$ cat config.mk
export PLATFORM = sky130hd
export DESIGN_NAME = uart_alu_sequencer_flat
export DESIGN_NICKNAME = d
export VERILOG_FILES = /design/src/rtl/uart_alu_sequencer_if.sv /design/src/rtl/uart_alu_sequencer.sv /design/src/flat_wrapper.sv
export SDC_FILE = /design/constraint.sdc
export NUM_CORES = 1
export LEC_CHECK = 0
export BUFFER_PORTS_ARGS = -buffer_cell sky130_fd_sc_hd__buf_2
export CORE_ASPECT_RATIO = 1.1
export CORE_MARGIN = 5
export CORE_UTILIZATION = 56
export CTS_CLUSTER_DIAMETER = 30
export DETAILED_ROUTE_END_ITERATION = 10
export PLACE_DENSITY = 0.88
export SLEW_MARGIN = 40
export SYNTH_ARGS = -nofsm -noshare
export SYNTH_HDL_FRONTEND = slang
export SYNTH_SLANG_ARGS = --single-unit
export TNS_END_PERCENT = 20
$ cat constraint.sdc
create_clock -name clk -period 4.6 [get_ports clk]
set_clock_uncertainty 0.1 [all_clocks]
set_input_delay 0.46 -clock clk [delete_from_list [all_inputs] [get_ports clk]]
set_output_delay 0.46 -clock clk [all_outputs]
set_load 0.005 [all_outputs]
$ cat src/rtl/uart_alu_sequencer_if.sv
//==============================================================================
// Module      : uart_alu_sequencer_if
// Description : Bus between the UART/ALU command sequencer and its environment.
//               o_op_err exists only when UART_ALU_SEQ_OPCHECK_EN is defined.
// Revision    : 1.0 - initial release
//==============================================================================
`default_nettype none

interface uart_alu_sequencer_if #(
    parameter int NB_DATA = 8,
    parameter int NB_OP   = 6
);
    logic [NB_DATA-1:0] i_rx_data;
    logic               i_rx_done;
    logic [NB_DATA-1:0] i_alu_result;
    logic               i_tx_done;
    logic [NB_DATA-1:0] o_alu_a;
    logic [NB_DATA-1:0] o_alu_b;
    logic [NB_OP-1:0]   o_alu_op;
    logic [NB_DATA-1:0] o_tx_data;
    logic               o_tx_start;
    logic               o_busy;
    logic               o_timeout;
    logic               o_overrun;
`ifdef UART_ALU_SEQ_OPCHECK_EN
    logic               o_op_err;
`endif

    modport slave (
        input  i_rx_data, i_rx_done, i_alu_result, i_tx_done,
        output o_alu_a, o_alu_b, o_alu_op, o_tx_data, o_tx_start,
`ifdef UART_ALU_SEQ_OPCHECK_EN
        output o_op_err,
`endif
        output o_busy, o_timeout, o_overrun
    );

    modport master (
        output i_rx_data, i_rx_done, i_alu_result, i_tx_done,
        input  o_alu_a, o_alu_b, o_alu_op, o_tx_data, o_tx_start,
`ifdef UART_ALU_SEQ_OPCHECK_EN
        input  o_op_err,
`endif
        input  o_busy, o_timeout, o_overrun
    );
endinterface

`default_nettype wire

$ cat src/rtl/uart_alu_sequencer.sv
//==============================================================================
// Module      : uart_alu_sequencer
// Description : Gathers A, B, opcode from UART RX, drives the ALU and sends the
//               result via UART TX. Optional opcode check: UART_ALU_SEQ_OPCHECK_EN.
// Revision    : 1.0 - initial release
//==============================================================================
`default_nettype none

module uart_alu_sequencer #(
    parameter int                 NB_DATA        = 8,
    parameter int                 NB_OP          = 6,
    parameter int                 TIMEOUT_CYCLES = 50000,
    parameter logic [NB_DATA-1:0] ERR_CODE       = NB_DATA'(8'hFF)
) (
    input  logic                 clk,
    input  logic                 i_rst,
    uart_alu_sequencer_if.slave  bus
);

    localparam int                 c_CNT_W    = $clog2(TIMEOUT_CYCLES + 1);
    localparam logic [c_CNT_W-1:0] c_CNT_LAST = c_CNT_W'(TIMEOUT_CYCLES - 1);

    typedef enum logic [2:0] {
        IDLE    = 3'd0,
        WAIT_B  = 3'd1,
        WAIT_OP = 3'd2,
        EXEC    = 3'd3,
        WAIT_TX = 3'd4
    } state_t;

    state_t             r_state;
    state_t             w_next_state;
    logic               w_accept;
    logic               w_expire;
    logic               w_overrun_evt;
    logic               w_op_bad;
    logic [NB_DATA-1:0] w_tx_byte;

    logic [c_CNT_W-1:0] r_to_cnt;
    logic [NB_DATA-1:0] r_alu_a;
    logic [NB_DATA-1:0] r_alu_b;
    logic [NB_OP-1:0]   r_alu_op;
    logic [NB_DATA-1:0] r_tx_data;
    logic               r_tx_start;
    logic               r_timeout;
    logic               r_overrun;

`ifdef UART_ALU_SEQ_OPCHECK_EN
    logic               r_op_err;

    function automatic logic op_is_valid(input logic [NB_OP-1:0] op);
        case (op)
            NB_OP'(6'b100000), NB_OP'(6'b100010), NB_OP'(6'b100100),
            NB_OP'(6'b100101), NB_OP'(6'b100110), NB_OP'(6'b100111),
            NB_OP'(6'b000011), NB_OP'(6'b000010): op_is_valid = 1'b1;
            default:                              op_is_valid = 1'b0;
        endcase
    endfunction

    assign w_op_bad = !op_is_valid(r_alu_op);
`else
    assign w_op_bad = 1'b0;
`endif

    assign w_tx_byte     = w_op_bad ? ERR_CODE : bus.i_alu_result;
    // A byte arriving while a response is in flight (including the cycle that
    // completes it) is dropped rather than taken as the next operand A.
    assign w_overrun_evt = bus.i_rx_done && (r_state == EXEC || r_state == WAIT_TX);

    always_ff @(posedge clk or posedge i_rst) begin
        if (i_rst) begin
            r_state <= IDLE;
        end else begin
            r_state <= w_next_state;
        end
    end

    always_comb begin
        w_next_state = r_state;
        w_accept     = 1'b0;
        w_expire     = 1'b0;
        case (r_state)
            IDLE: begin
                if (bus.i_rx_done) begin
                    w_accept     = 1'b1;
                    w_next_state = WAIT_B;
                end
            end
            WAIT_B: begin
                if (bus.i_rx_done) begin
                    w_accept     = 1'b1;
                    w_next_state = WAIT_OP;
                end else if (r_to_cnt == c_CNT_LAST) begin
                    w_expire     = 1'b1;
                    w_next_state = IDLE;
                end
            end
            WAIT_OP: begin
                if (bus.i_rx_done) begin
                    w_accept     = 1'b1;
                    w_next_state = EXEC;
                end else if (r_to_cnt == c_CNT_LAST) begin
                    w_expire     = 1'b1;
                    w_next_state = IDLE;
                end
            end
            EXEC: begin
                w_next_state = WAIT_TX;
            end
            WAIT_TX: begin
                if (bus.i_tx_done) begin
                    w_next_state = IDLE;
                end
            end
            default: begin
                w_next_state = IDLE;
            end
        endcase
    end

    // Inter-byte timer only runs while a command is partially received.
    always_ff @(posedge clk or posedge i_rst) begin
        if (i_rst) begin
            r_to_cnt <= '0;
        end else if (w_accept || w_expire || !(r_state == WAIT_B || r_state == WAIT_OP)) begin
            r_to_cnt <= '0;
        end else begin
            r_to_cnt <= r_to_cnt + 1'b1;
        end
    end

    always_ff @(posedge clk or posedge i_rst) begin
        if (i_rst) begin
            r_alu_a    <= '0;
            r_alu_b    <= '0;
            r_alu_op   <= '0;
            r_tx_data  <= '0;
            r_tx_start <= 1'b0;
            r_timeout  <= 1'b0;
            r_overrun  <= 1'b0;
`ifdef UART_ALU_SEQ_OPCHECK_EN
            r_op_err   <= 1'b0;
`endif
        end else begin
            r_tx_start <= 1'b0;
            r_timeout  <= w_expire;
            r_overrun  <= w_overrun_evt;
`ifdef UART_ALU_SEQ_OPCHECK_EN
            r_op_err   <= 1'b0;
`endif
            if (w_accept) begin
                case (r_state)
                    IDLE:    r_alu_a  <= bus.i_rx_data;
                    WAIT_B:  r_alu_b  <= bus.i_rx_data;
                    WAIT_OP: r_alu_op <= bus.i_rx_data[NB_OP-1:0];
                    default: ;
                endcase
            end
            if (r_state == EXEC) begin
                r_tx_data  <= w_tx_byte;
                r_tx_start <= 1'b1;
`ifdef UART_ALU_SEQ_OPCHECK_EN
                r_op_err   <= w_op_bad;
`endif
            end
        end
    end

    assign bus.o_alu_a    = r_alu_a;
    assign bus.o_alu_b    = r_alu_b;
    assign bus.o_alu_op   = r_alu_op;
    assign bus.o_tx_data  = r_tx_data;
    assign bus.o_tx_start = r_tx_start;
    assign bus.o_timeout  = r_timeout;
    assign bus.o_overrun  = r_overrun;
    assign bus.o_busy     = (r_state != IDLE);
`ifdef UART_ALU_SEQ_OPCHECK_EN
    assign bus.o_op_err   = r_op_err;
`endif

endmodule

`default_nettype wire

$ cat src/flat_wrapper.sv
// flat-port wrapper written by rule: the top's interface ports become plain ports
module uart_alu_sequencer_flat 
#(
    parameter int                 NB_DATA        = 8,
    parameter int                 NB_OP          = 6,
    parameter int                 TIMEOUT_CYCLES = 50000,
    parameter logic [NB_DATA-1:0] ERR_CODE       = NB_DATA'(8'hFF)
)
  (clk, i_rst, bus_i_rx_data, bus_i_rx_done, bus_i_alu_result, bus_i_tx_done, bus_o_alu_a, bus_o_alu_b, bus_o_alu_op, bus_o_tx_data, bus_o_tx_start, bus_o_busy, bus_o_timeout, bus_o_overrun);
  uart_alu_sequencer_if #(.NB_DATA(NB_DATA), .NB_OP(NB_OP)) bus_i ();
  input  logic clk;
  input  logic i_rst;
  input wire logic [$bits(bus_i.i_rx_data)-1:0] bus_i_rx_data;
  input wire logic [$bits(bus_i.i_rx_done)-1:0] bus_i_rx_done;
  input wire logic [$bits(bus_i.i_alu_result)-1:0] bus_i_alu_result;
  input wire logic [$bits(bus_i.i_tx_done)-1:0] bus_i_tx_done;
  output wire logic [$bits(bus_i.o_alu_a)-1:0] bus_o_alu_a;
  output wire logic [$bits(bus_i.o_alu_b)-1:0] bus_o_alu_b;
  output wire logic [$bits(bus_i.o_alu_op)-1:0] bus_o_alu_op;
  output wire logic [$bits(bus_i.o_tx_data)-1:0] bus_o_tx_data;
  output wire logic [$bits(bus_i.o_tx_start)-1:0] bus_o_tx_start;
  output wire logic [$bits(bus_i.o_busy)-1:0] bus_o_busy;
  output wire logic [$bits(bus_i.o_timeout)-1:0] bus_o_timeout;
  output wire logic [$bits(bus_i.o_overrun)-1:0] bus_o_overrun;
  assign bus_i.i_rx_data = bus_i_rx_data;
  assign bus_i.i_rx_done = bus_i_rx_done;
  assign bus_i.i_alu_result = bus_i_alu_result;
  assign bus_i.i_tx_done = bus_i_tx_done;
  assign bus_o_alu_a = bus_i.o_alu_a;
  assign bus_o_alu_b = bus_i.o_alu_b;
  assign bus_o_alu_op = bus_i.o_alu_op;
  assign bus_o_tx_data = bus_i.o_tx_data;
  assign bus_o_tx_start = bus_i.o_tx_start;
  assign bus_o_busy = bus_i.o_busy;
  assign bus_o_timeout = bus_i.o_timeout;
  assign bus_o_overrun = bus_i.o_overrun;
  uart_alu_sequencer #(.NB_DATA(NB_DATA), .NB_OP(NB_OP), .TIMEOUT_CYCLES(TIMEOUT_CYCLES), .ERR_CODE(ERR_CODE)) u_core (.clk(clk), .i_rst(i_rst), .bus(bus_i));
endmodule
## Yosys cells after proc, flatten, opt, wreduce, memory -nomap -nowiden

Cells that the tools add are included.

- Bits in registers: 52
- Bits of input ports: 20
- Output and inout port bits: 34
- Word-level logic and storage cells: 44

- Add/subtract/negate cells: 1
- Equal/unequal tests: 7
- Mux-type cells: 13
- Reductions and logical operators: 14

Operator list:

| operator | count |
|---|---|
| adder 16 x 1 -> 16 bit, second input constant | 1 |
| equality test 16 bit, second input constant | 1 |
| two-way mux 16 bit | 1 |
| two-way mux 3 bit | 5 |
| one-hot mux 3 bit (5 select lines) | 1 |
| AND reduction 2 bit | 4 |
| equality test 3 x 2 -> 1 bit, second input constant | 2 |
| two-way mux 1 bit | 6 |
| logical OR 1 bit | 4 |
| != test 2 bit, second input constant | 2 |
| equality test 3 x 1 -> 1 bit, second input constant | 1 |
| equality test 3 bit, second input constant | 1 |
| zero test 3 bit | 1 |
| nonzero test 3 bit | 1 |
| OR reduction 3 bit | 1 |
| OR reduction 2 bit | 1 |
| logical AND 1 bit | 1 |
| zero test 1 bit | 1 |

## Depth between registers and ports, before layout

- Depth in word-level cells: 7
- Depth in mapped cells: 7
- Depth with buffers taken out: 5

## Worst setup path after synthesis

Ideal clock, no wire load.

- Kind: reg2reg
- Start: register u_core.r_state[2]
- End: register u_core.r_alu_b[0], in the netlist u_core.bus.o_alu_b[0]
- Setup time: 0.125 ns
- Data arrival time: 1.549 ns
- Required time: 4.375 ns
- Slack: 2.826 ns
- Cell stages (with the launch flop): 4
- Path buffers: 1
- Clock period less this slack: 1.774 ns
- Cell sequence: dfrtp_1 > clkbuf_1 > nor4b_2 > mux2_2

- Word-level cells in the longest chain between the ends: 4
- Elaborated cells on any way between the ends: 6
- Classes of those cells: 2 x eq/ne; 1 x mux; 3 x reduce/logical

RTL lines:

| item | line | text |
|---|---|---|
| start, declared | uart_alu_sequencer.sv:31 | `state_t r_state;` |
| start signal, assigned | uart_alu_sequencer.sv:74 | `r_state <= w_next_state;` |
| equality test 3 x 2 -> 1 bit, or another cell as far along | uart_alu_sequencer.sv:82 | `case (r_state)` |
| OR reduction 3 bit (no line) | -- |  |
| two-way mux 1 bit | -- |  |
| AND reduction 2 bit (no line) * | -- |  |
| end signal, assigned | uart_alu_sequencer.sv:154 | `WAIT_B: r_alu_b <= bus.i_rx_data;` |
| end, declared | uart_alu_sequencer.sv:41 | `logic [NB_DATA-1:0] r_alu_b;` |

Mark *: on every way between the ends. The rest lies on a longest branch, timed or not.
A chain may end at the register's enable or synchronous reset.

## Worst setup path after layout

- Start: register u_core.r_to_cnt[12]
- End: register u_core.r_state[0]

- Word-level cells in the longest chain between the ends: 4
- Elaborated cells on any way between the ends: 5
- Classes of those cells: 1 x eq/ne; 4 x mux

RTL lines:

| item | line | text |
|---|---|---|
| start, declared | uart_alu_sequencer.sv:39 | `logic [c_CNT_W-1:0] r_to_cnt;` |
| start signal, assigned | uart_alu_sequencer.sv:128 | `r_to_cnt <= r_to_cnt + 1'b1;` |
| equality test 16 bit * | uart_alu_sequencer.sv:93, uart_alu_sequencer.sv:102 |  |
| two-way mux 3 bit * | -- |  |
| two-way mux 3 bit (on tied branches) | -- |  |
| one-hot mux 3 bit (5 select lines) * | -- |  |

Marked as above.

==> reports/qor.yml <==
cts_setup_buffers: 0
drt-pass1-iter-count: 4
cts-htree-levels: 2
slew_headroom_pct: 58.5
synth.top_cell.area_share_pct: 59.6
globalplace.congestion: 0.824
place_hpwl_um: 3130
r2r_end: "u_core.r_state[0]"
vias_per_cell: 5.27
cp_slowest_cell: "nand2b_1"
r2r_slack_ps: 2650
cts_tree: "yes"
worstPathMaxFanout: 17
fin_crit_ps: 1950
port_buffers: 53
initial_utilization_pct: 58.8
start_kind: "flop"
hold_viol: 0
grt_max_degree: 53
clk_latency_ps: 310
final_common_cell: "buf_2"
clock.fmax_mhz: 512
drtAntennaViolNets: 0
synth_seq_cells: 52
power_density_mw_per_mm2: 563
required_ps: 4670
drv_slew: 0
setup_tns_ps: 0
core_sq_mm: 0.00371
synth-warning-count: 0
numCtsBuffers: 5
p_leak_uw: 0.00119
yosysTopAreaCell: "dfrtp_1"
routed_wl_um: 4320
worst-endpoint-arrival_ps: 2030
grt_antenna_before_repair: 0
die_w_um: 69.5
ys_seq_area_share_pct: 59.6
die-area_sq_mm: 0.00525
clockBufferDepth: 2
rsz0062_at_grt: "no"
finalNetCount: 263
clkPwrFrac_pct: 17.9
die_y_um: 75.5
intPower_uw: 987
cts_resized: 0
fillers: 265
ios: 54
fin_area_sq_mm: 0.00259
p_sw_share_pct: 32.3
rows: 23
num_vias: 1539
critical_path_class: "flop to flop"
synth_area_per_cell_sq_um: 11.6
reg2regPathDepth: 4
place_ws_ps: 2640
grt_pass1_vias: 1551
synth.distinct_cells: 31
p_switching_uw: 470
clockRootBuffer: "clkbuf_8"
period_share_pct: 42.4
syn-num-nets: 210
hold_buffers: 0
drv_cap: 0
ys_top_cells_by_area: "dfrtp_1, mux2_2, nand2_1"
routedWlPerCell_um: 14.8
drt_iter0_drc: 163
grt-ovfl-total: 0
tightest_slew_ps: 622
p_comb_share_pct: 32.9
place_area_sq_mm: 0.00250
final_cell_mix: "buf_2, dfrtp_1, nand2_1, mux2_2, nor2_1"
drc_errors: 0
syn_inst: 189
status: "finished, final reports clean"
cts.sinks: 52
antenna_cells: 0
drive_gt1_share_pct: 36.0
synthToLayoutAreaGrowth_pct: 18.6
cp_cell_sequence: "nor4bb_1, nand4_1, nand2b_1, o21ai_0"
p_seq_share_pct: 49.2
synth_area_sq_mm: 0.00218
grt_usage_pct: 17.5
crit_path_end_kind: "flop"
finalSetupViolCount: 0
hold_path_class: "input pin to asynchronous set/reset pin"
power_uw: 1460
rr_startpoint: "u_core.r_to_cnt[12]"
grt_first_pass_wirelength_um: 7200
clkTransAtPathRegs_ps: 90
fin_ws_ps: 2650
vdd_drop_max_v: 0.000377
worst_path_largest_cell_delay_ps: 500
-- synthesized netlist by cell type --
cell and count:
o211ai_1 1, clkinv_1 1, o21ai_0 2, mux2_2 22, dfrtp_1 52, buf_4 1, nand2b_1 2, or3_1 3
xor2_1 2, nor3_1 5, ha_1 1, nand3_2 1, nand3_1 4, and4bb_2 1, a21oi_1 1, a21boi_0 1
nor4b_1 1, nor4bb_1 1, nor4b_2 2, nand3b_1 1, nor4_1 2, and3_1 2, nand2_1 30, or4_1 1
nand4_1 5, nor2_1 20, xnor2_1 12, o31ai_1 1, buf_2 2, clkbuf_1 4, inv_1 5
-- logic make-up (layout without fill, tap and decap cells) --
logic type	Yosys count	in the layout	synth area share, %
AO/OA/AOI/OAI	6	6	1.72
XOR/XNOR	14	14	5.62
adder cells (fa/ha/maj)	1	1	0.573
buffers and inverters	13	66	2.52
flip-flops	52	52	59.6
multiplexers	22	22	11.3
AND/OR/NAND/NOR	81	81	18.6
-- power by group through the flow --
stage          Sequential, uW  Clock, uW  Combinational, uW
2_1_floorplan             706          0                283
3_3_place_gp              713          0                457
3_5_place_dp              724          0                488
4_1_cts                   718        266                490
5_1_grt                   740        289                537
6_report                  717        261                479
-- worst max path at each step --
stage / cells past startpoint / end / from / slack, ps
floorplan: 1 / u_core.bus.o_alu_a[0] / i_rst / 2780
global placement: 3 / u_core.bus.o_alu_b[5] / u_core.r_state[0] / 2610
detailed placement: 4 / u_core.r_state[0] / u_core.r_to_cnt[12] / 2640
CTS: 4 / u_core.r_state[0] / u_core.r_to_cnt[12] / 2630
global route: 4 / u_core.r_state[0] / u_core.r_to_cnt[12] / 2480
finish: 4 / u_core.r_state[0] / u_core.r_to_cnt[12] / 2650
-- flip-flops by register name, summed over array words and instances, names as in the netlist --
register and cells:
u_core.bus.o_timeout 1, u_core.bus.o_alu_a 8, u_core.r_state 3, u_core.bus.o_alu_op 6, u_core.r_to_cnt 16, u_core.bus.o_tx_data 8, u_core.bus.o_tx_start 1, u_core.bus.o_overrun 1
u_core.bus.o_alu_b 8
-- worst max-delay path, delay by kind of cell (launching register included) --
family | cells | cell delay, ps
and+or+nand+nor | 3 | 1120
AOI/OAI and AO/OA | 1 | 150
DFF | 1 | 450
-- final cells by class --
class | count | area (sq um) | share of cell area (%)
timing repair buffer | 53 | 265 | 10.2
sequential | 52 | 1300 | 50.2
tap | 50 | 62.6 | 2.42
clock buffer | 6 | 82.6 | 3.19
inverter | 6 | 25.0 | 0.966
multi-input combinational | 124 | 845 | 32.6
clock inverter | 1 | 8.76 | 0.338
-- stage by stage --
step	instances	hold WS [ps]	utilization, %
floorplan	189	355	-
global placement	285	352	66.8
detailed placement	285	360	67.3
CTS	292	150	69.8
global route	292	172	69.8
finish	292	127	69.8
-- per-layer routing --
metal / vias up / part of all wire, % / global-route usage (%)
met5: - / 0 / 0
li1: 741 / - / -
met4: 0 / 1.1 / 4.99
met3: 7 / 6.8 / 6.60
met2: 53 / 49 / 28.5
met1: 738 / 43 / 22.2
Note: power is estimated with default switching activity, not from simulation.
